<file path="config.mk">
export PLATFORM = sky130hd
export DESIGN_NAME = button_request_capture
export DESIGN_NICKNAME = d
export VERILOG_FILES = /design/src/rtl/btn_capture_pkg.sv /design/src/rtl/btn_debounce.sv /design/src/rtl/button_request_capture.sv
export SDC_FILE = /design/constraint.sdc
export NUM_CORES = 1
export LEC_CHECK = 0
export BUFFER_PORTS_ARGS = -buffer_cell sky130_fd_sc_hd__buf_2
export CAP_MARGIN = 10
export CORE_MARGIN = 5
export CORE_UTILIZATION = 50
export CTS_BUF_LIST = sky130_fd_sc_hd__clkbuf_4 sky130_fd_sc_hd__clkbuf_8 sky130_fd_sc_hd__clkbuf_16
export CTS_CLUSTER_DIAMETER = 120
export DETAILED_ROUTE_END_ITERATION = 6
export GPL_TIMING_DRIVEN = 0
export PLACE_DENSITY = 0.74
export SYNTH_ARGS = -nofsm -noshare
export SYNTH_HDL_FRONTEND = slang
export SYNTH_HIERARCHICAL = 1
export SYNTH_SLANG_ARGS = --single-unit
export TNS_END_PERCENT = 30
</file>
<file path="constraint.sdc">
create_clock -name clk -period 1.5 [get_ports clk]
set_input_delay 0.225 -clock clk [delete_from_list [all_inputs] [get_ports clk]]
set_output_delay 0.225 -clock clk [all_outputs]
set_load 0.05 [all_outputs]
</file>
<file path="src/rtl/btn_capture_pkg.sv">
// Shared definitions for the push-button request capture block.
//   NUM_BTN         number of button lines handled
//   cap_state_t     presenter FSM state encoding
//   highest_onehot  one-hot of the highest-index set bit (bit 3 wins)
package btn_capture_pkg;

  localparam int NUM_BTN = 4;

  typedef enum logic [1:0] {
    IDLE = 2'd0,
    HOLD = 2'd1,
    GAP  = 2'd2
  } cap_state_t;

  function automatic logic [NUM_BTN-1:0] highest_onehot(input logic [NUM_BTN-1:0] req);
    logic [NUM_BTN-1:0] r;
    r = '0;
    // Later iterations overwrite earlier ones, so the highest set index wins.
    for (int i = 0; i < NUM_BTN; i++) begin
      if (req[i]) begin
        r    = '0;
        r[i] = 1'b1;
      end
    end
    return r;
  endfunction

endpackage

</file>
<file path="src/rtl/btn_debounce.sv">
// One button line: two-flop synchroniser followed by a mismatch-run debouncer.
// The debounced level flips once the synchronised value has disagreed with it
// on DEBOUNCE_CYCLES consecutive edges; any agreement restarts the count.
// Ports:
//   clk    system clock, rising edge
//   rst    asynchronous active-high reset
//   raw    raw button line, asynchronous to clk
//   level  debounced level (registered)
module btn_debounce #(
  parameter int DEBOUNCE_CYCLES = 4,
  parameter int CNT_W           = $clog2(DEBOUNCE_CYCLES + 1)
) (
  input  logic clk,
  input  logic rst,
  input  logic raw,
  output logic level
);

  logic             sync1;
  logic             sync2;
  logic [CNT_W-1:0] cnt;

  always_ff @(posedge clk or posedge rst) begin
    if (rst) begin
      sync1 <= 1'b0;
      sync2 <= 1'b0;
      cnt   <= '0;
      level <= 1'b0;
    end else begin
      sync1 <= raw;
      sync2 <= sync1;
      if (sync2 == level) begin
        cnt <= '0;
      end else if (cnt == CNT_W'(DEBOUNCE_CYCLES - 1)) begin
        // This mismatch would bring the count to DEBOUNCE_CYCLES: flip now.
        level <= ~level;
        cnt   <= '0;
      end else begin
        cnt <= cnt + CNT_W'(1);
      end
    end
  end

endmodule

</file>
<file path="src/rtl/button_request_capture.sv">
// Button request capture front-end for the 4-to-2 encoder. Each raw button is
// synchronised and debounced; debounced rising edges latch pending requests,
// which are presented one at a time (highest index first) as a one-hot code
// with a valid/ack handshake and a mandatory one-cycle all-zero gap.
// Optional feature macro: BTN_OVERRUN_EN adds the overrun output.
// Ports:
//   clk      system clock, rising edge
//   rst      asynchronous active-high reset
//   btn      raw button lines, active-high, asynchronous
//   qout     one-hot request to encoder din, zero when nothing presented
//   valid    high while qout holds a request
//   ack      consumer accepted the presented request (sampled in HOLD only)
//   overrun  (BTN_OVERRUN_EN) one-cycle pulse when a press hits an already
//            pending line and is lost
//
// state | meaning
// IDLE  | nothing presented; load highest pending request if any
// HOLD  | request presented on qout with valid=1, waiting for ack
// GAP   | one cycle of qout=0 between presented codes
module button_request_capture
  import btn_capture_pkg::*;
#(
  parameter int DEBOUNCE_CYCLES = 4,
  parameter int CNT_W           = $clog2(DEBOUNCE_CYCLES + 1)
) (
  input  logic               clk,
  input  logic               rst,
  input  logic [NUM_BTN-1:0] btn,
  output logic [NUM_BTN-1:0] qout,
  output logic               valid,
  input  logic               ack
`ifdef BTN_OVERRUN_EN
  ,
  output logic               overrun
`endif
);

  logic [NUM_BTN-1:0] deb;
  logic [NUM_BTN-1:0] deb_prev;
  logic [NUM_BTN-1:0] rise;
  logic [NUM_BTN-1:0] pending;
  logic [NUM_BTN-1:0] sel;
  logic [NUM_BTN-1:0] clr;
  logic [NUM_BTN-1:0] qout_next;
  logic               valid_next;
  cap_state_t         state;
  cap_state_t         state_next;

  for (genvar i = 0; i < NUM_BTN; i++) begin : g_deb
    btn_debounce #(
      .DEBOUNCE_CYCLES(DEBOUNCE_CYCLES),
      .CNT_W          (CNT_W)
    ) u_deb (
      .clk  (clk),
      .rst  (rst),
      .raw  (btn[i]),
      .level(deb[i])
    );
  end

  assign rise = deb & ~deb_prev;
  assign sel  = highest_onehot(pending);

  // A rise arriving on the same edge a bit is cleared keeps the bit set.
  always_ff @(posedge clk or posedge rst) begin
    if (rst) begin
      deb_prev <= '0;
      pending  <= '0;
    end else begin
      deb_prev <= deb;
      pending  <= (pending & ~clr) | rise;
    end
  end

  always_ff @(posedge clk or posedge rst) begin
    if (rst) begin
      state <= IDLE;
      qout  <= '0;
      valid <= 1'b0;
    end else begin
      state <= state_next;
      qout  <= qout_next;
      valid <= valid_next;
    end
  end

  always_comb begin
    state_next = state;
    clr        = '0;
    case (state)
      IDLE: begin
        if (|pending) begin
          state_next = HOLD;
          clr        = sel;
        end
      end
      HOLD: begin
        if (ack) state_next = GAP;
      end
      GAP:     state_next = IDLE;
      default: state_next = IDLE;
    endcase
  end

  // Output values are computed for the next state so qout/valid are flops.
  always_comb begin
    qout_next  = '0;
    valid_next = 1'b0;
    if (state_next == HOLD) begin
      valid_next = 1'b1;
      qout_next  = (state == IDLE) ? sel : qout;
    end
  end

`ifdef BTN_OVERRUN_EN
  // A press on a line that stays pending is lost; one being cleared this
  // edge is not, because set-wins keeps the new press.
  always_ff @(posedge clk or posedge rst) begin
    if (rst) overrun <= 1'b0;
    else     overrun <= |(rise & pending & ~clr);
  end
`endif

endmodule
</file>
Word level (Yosys, flattened, before mapping). Index checks and enable logic that the tools add are counted.

Flip-flop bits (word level): 39. Logic and storage cells: 75. Input bits: 7.

Equal/unequal tests: 11. Bitwise logic cells: 13. Add/subtract/negate cells: 4. Reduce and logical (&&, ||, !) cells: 6. Mux-type cells: 20.

Operators by type and width (count): $mux 4 (7); $mux 3 (8); $add 3x1->3 const B (4); $eq 3x2->1 const B (4); $and 4x4->4 (2); $not 1->1 (8); $not 4->4 (2); $reduce_and 2->1 (4); $eq 1x1->1 (4); $eq 2x1->1 const B (2); $mux 2 (2); $or 4x4->4 (1); $pmux 2 s2 (1); $reduce_or 4->1 (1); $logic_not 2->1 (1); $mux 1 (2); $ne 2x1->1 const B (1).

Depth between registers and ports, before layout.
Depth after elaboration: 9. Mapped depth: 3. Mapped depth without buffers: 3.

Hierarchy. The synthesis kept the hierarchy.

By module, submodules not included: btn_debounce (cells an instance 14, sequential area each 150.1 sq um, area an instance 220.2 sq um, times used 4); button_request_capture (cells an instance 47, sequential area each 375.4 sq um, area an instance 588.1 sq um, times used 1).

Least setup slack after synthesis. Ideal clock, no wire load.

Path kind: register -> register. Start: register pending[1]. End: register state[0]. Required time: 1381 ps. Setup slack: 286 ps. Arrival time: 1095 ps. Setup time: 119 ps. Stages on the path, launching flop included: 3. Cell sequence: dfrtp_1 -> or4_4 -> o21a_1.

Word-level cells in the longest chain between the ends: 3.

RTL lines: from (decl) (line button_request_capture.sv:41) `logic [NUM_BTN-1:0] pending;`; from (signal assigned) (line button_request_capture.sv:71) `pending <= (pending & ~clr) | rise;`; $reduce_or 4->1 (line button_request_capture.sv:92) `if (|pending) begin`; $mux 2 (line button_request_capture.sv:92); $pmux 2 s2 (line button_request_capture.sv:90) `case (state)`; named net state_next[0] (line button_request_capture.sv:47) `cap_state_t state_next;`; to (signal assigned) (line button_request_capture.sv:81) `state <= state_next;`; to (decl) (line button_request_capture.sv:46) `cap_state_t state;`.

The timed path passes the listed nets, and every way through them passes these cells. A chain may end at the register's enable or synchronous reset.

Worst setup path in the final report.
Start: register state[1]. End: register pending[0].

Word-level cells in the longest chain between the ends: 5.

RTL lines (line): $logic_not 2->1 (button_request_capture.sv:90); $mux 4 (button_request_capture.sv:90); $not 4->4 (button_request_capture.sv:71); $and 4x4->4 (button_request_capture.sv:71); $or 4x4->4 (button_request_capture.sv:71).

Every way passes these cells.

==> summary.txt <==
Outcome
  • Result of the run: completed

Die
  • Floorplan die width: about 64 um
  • Die height: 64.2 um
  • Core area: ~2800 um^2
  • Top-level I/O count: 12
  • Area of the die: 4120 um^2
  • Initial Utilization: 0.528
  • Num rows: 19

Synth
  • Net count after synthesis: 114
  • Top cell type's share of synthesized area: 0.664
  • Count leader, synth: dfrtp_1
  • Mean instance size in the synthesized netlist: approximately 14 um^2
  • Async set-or-reset flop fraction in the synthesized netlist: 1.00
  • Netlist cell types: 27
  • Top post-synthesis cells by count: dfrtp_1 (39), inv_1 (11), nor3b_1 (8)
  • Number of enable flip-flop cells after synthesis: 0
  • Synth Warn #: 6
  • Post-synthesis cell count: about 100
  • Cell area after synthesis: ~1500 um^2
  • Synth area leaders: dfrtp_1 (66%), nor3b_1 (4.1%), nor2b_4 (3.7%)
  • Ys flop type: dfrtp_1
  • Sequential-to-total area share from yosys stat: 0.664
  • Post-synthesis cell type with the largest combined area: dfrtp_1
  • Register bit total from synthesis: 39

CTS
  • Total of cells resized after clock tree synthesis: 0
  • Bufs on Longest Clock Path: 2
  • Clock Latency Late Sink: approximately 0.34 ns
  • H-tree levels: 2
  • Number of sinks on the clock net: 39
  • Clock slew at the register clock pins of the worst setup and hold paths: between 0.1 and 0.15 ns
  • Clock root buffer: clkbuf_4
  • TritonCTS clock tree: yes
  • Hold-fix buffers, CTS: 5
  • Count of buffers added by post-CTS timing repair for setup: 0
  • TritonCTS buffer count: 5

Setup path
  • Worst stage delay on the critical path: 0.48 ns
  • Slowest-stage cell, CP: nor4_1
  • Data arrival time of the worst path: 1.55 ns
  • Required @ worst endpoint: roughly 1.7 ns
  • R2r startpoint: state[1]
  • Critical path type: reg -> reg
  • Startpoint types: flip-flop
  • Cell-by-cell listing of the critical path: buf_6 > nor4_1 > o221ai_1
  • CP Max Fanout: 10
  • Crit path capture type: flip-flop
  • Timing startpoint of the critical path: state[1]

Timing
  • Hold Slack: 0.187 ns
  • Final Critical Period: 1.34 ns
  • Maximum operating frequency: approximately 750 MHz
  • Aggregate negative setup slack: 0 ns
  • Transition at the pin with the smallest max-transition slack: about 0.55 ns
  • Clock skew: 0.00787 ns
  • Setup repair after global routing missed its margin: no
  • Setup-failing EPs final: 0
  • Final Cycle Share: 0.895
  • Rel. slew slack: 0.636
  • Hold Vio Cnt, Final: 0
  • Final-report max-slew violation count: 0

Power
  • Power dissipated by switching net loads: about 0.9 mW
  • Part of the total power dissipated in sequential elements: 0.510
  • Logic pwr share: 0.247
  • Cell Int Power: ~2.1 mW
  • Power Density: about 1800 nW/um^2
  • Proportion of power drawn by the clock network: 0.243
  • Max rail drop VDD: roughly 1.0 mV
  • Sw frac: 0.306
  • Post-route total power: ~3.0 mW
  • Cell leakage power: 0.822 nW

Run
  • Max Cap Violations: 0

Place
  • Routability-driven placement congestion ratio: about 0.81
  • Half-perimeter wire length after placement: approximately 1400 um
  • Number of I/O port buffers: 11

Detailed routing
  • Detailed-route wire length: between 2000 and 2500 um
  • Vias: approximately 800
  • Router iterations before antenna repair: 4
  • Antenna Nets Post-Route: 0
  • Per-cell via count in the routed design: 5.18
  • Average detailed-routed wire length per instance: ~13 um
  • Initial DRC Count: 40
  • Remaining routing DRC violations: 0

GRT
  • Number of antenna violations at the first check in global routing: 0
  • Maximum number of pins on one net before global-route repair: 16
  • GRT Resource Usage Total: 0.126
  • Number of global-route vias before repair: about 890
  • First-pass GRT wire length: about 3900 um
  • Global route total overflow: 0

Worst hold path
  • Tightest Hold Check Type: in -> reg
  • Min-delay src: ack

Layout
  • Share of post-route cells with drive strength above 1: 0.260
  • Ant. Diodes: 0
  • Net total in the final layout: around 140
  • Area overhead of the layout relative to synthesis: 15.7%
  • Combined flip-flop and latch cell area: a little under 1000 um^2
  • Area of the multi-input gates: 435 um^2
  • # fillers: between 200 and 250
metrics by stage:
stage | util | setup slack (ns) | instances | cell area [um^2]
CTS | 0.611 | 0.139 | 158 | 1700
floorplan | - | 0.286 | 103 | 1470
global route | 0.611 | 0.0846 | 158 | 1700
global placement | 0.562 | 0.168 | 145 | 1560
detailed placement | 0.562 | 0.160 | 145 | 1560
finish | 0.611 | 0.158 | 158 | 1700
power by group through the flow:
stage / clock network, mW / registers [mW] / logic, mW
2_1_floorplan: 0 / 1.64 / 0.469
3_3_place_gp: 0 / 1.54 / 0.699
3_5_place_dp: 0 / 1.56 / 0.732
4_1_cts: 0.749 / 1.53 / 0.746
5_1_grt: 0.803 / 1.57 / 0.835
6_report: 0.726 / 1.53 / 0.739
layer usage:
| metal | routed length (um) | GRT usage | part of all wire |
|---|---|---|---|
| met5 | 0 | 0 | 0 |
| met4 | 56 | 0.0687 | 0.028 |
| met3 | 146 | 0.0665 | 0.072 |
| met2 | 931 | 0.181 | 0.46 |
| met1 | 900 | 0.152 | 0.44 |
layout by cell type, fill, tap and decap left out:
cell	instances
o221ai_1	1
o21a_1	2
buf_2	12
nor3b_1	8
clkinv_2	1
o21ai_0	3
ha_1	4
nor4bb_1	1
nor4_1	1
nand2_1	1
bufinv_16	1
nand3b_1	2
mux2_2	4
a21oi_1	3
buf_6	1
nand2b_1	1
clkbuf_8	1
inv_1	11
nor2b_4	4
dlygate4sd3_1	5
dfrtp_1	39
o31ai_1	1
xnor2_1	4
and3b_1	1
clkbuf_4	5
o22ai_1	1
or4bb_1	1
o31ai_2	1
nor3_1	4
a21o_2	1
or4_4	1
or3b_2	1
state kept, by name, summed over array words and instances (netlist names):
name,cells
state,2
g_deb.u_deb/cnt,12
pending,4
g_deb.u_deb/sync1,4
qout,4
g_deb.u_deb/sync2,4
g_deb.u_deb/level,4
deb_prev,4
valid,1
area by class of cell:
type                    instances  area share
flip-flops and latches         39       0.574
multi-input cells              51       0.256
repair buffers                 16      0.0619
clock buffers                   6      0.0302
inverters                      11      0.0243
well taps                      31      0.0228
clock inverters                 2      0.0206
plain buffers                   2     0.00957
critical path, delay by kind of cell (launching register included):
family | cells | cell delay (ns)
compound gates | 1 | 0.20
buf+inv | 1 | 0.14
flops | 1 | 0.39
simple gates | 1 | 0.48
cell families (layout without fill, tap and decap cells):
family	count (synthesis)	in the layout	synth area share
compound gates	13	13	0.0605
mux	4	4	0.0307
simple gates	26	26	0.147
buf+inv	13	37	0.0392
fa+ha+maj	4	4	0.0341
xor+xnor	4	4	0.0238
flops	39	39	0.664
worst paths after layout:
path                                    endpoint  depth (start not counted)  slack, ns
setup reg to reg                      pending[0]                          3       0.16
setup / recovery                      pending[0]                          3       0.16
hold reg to reg             g_deb[1].u_deb/sync2                          0       0.36
hold / removal                          state[1]                          2       0.19
max in group asynchronous            deb_prev[0]                          3       0.62
min in group asynchronous  g_deb[1].u_deb/cnt[2]                          3       0.38
Power figures use the tool's default switching activity.
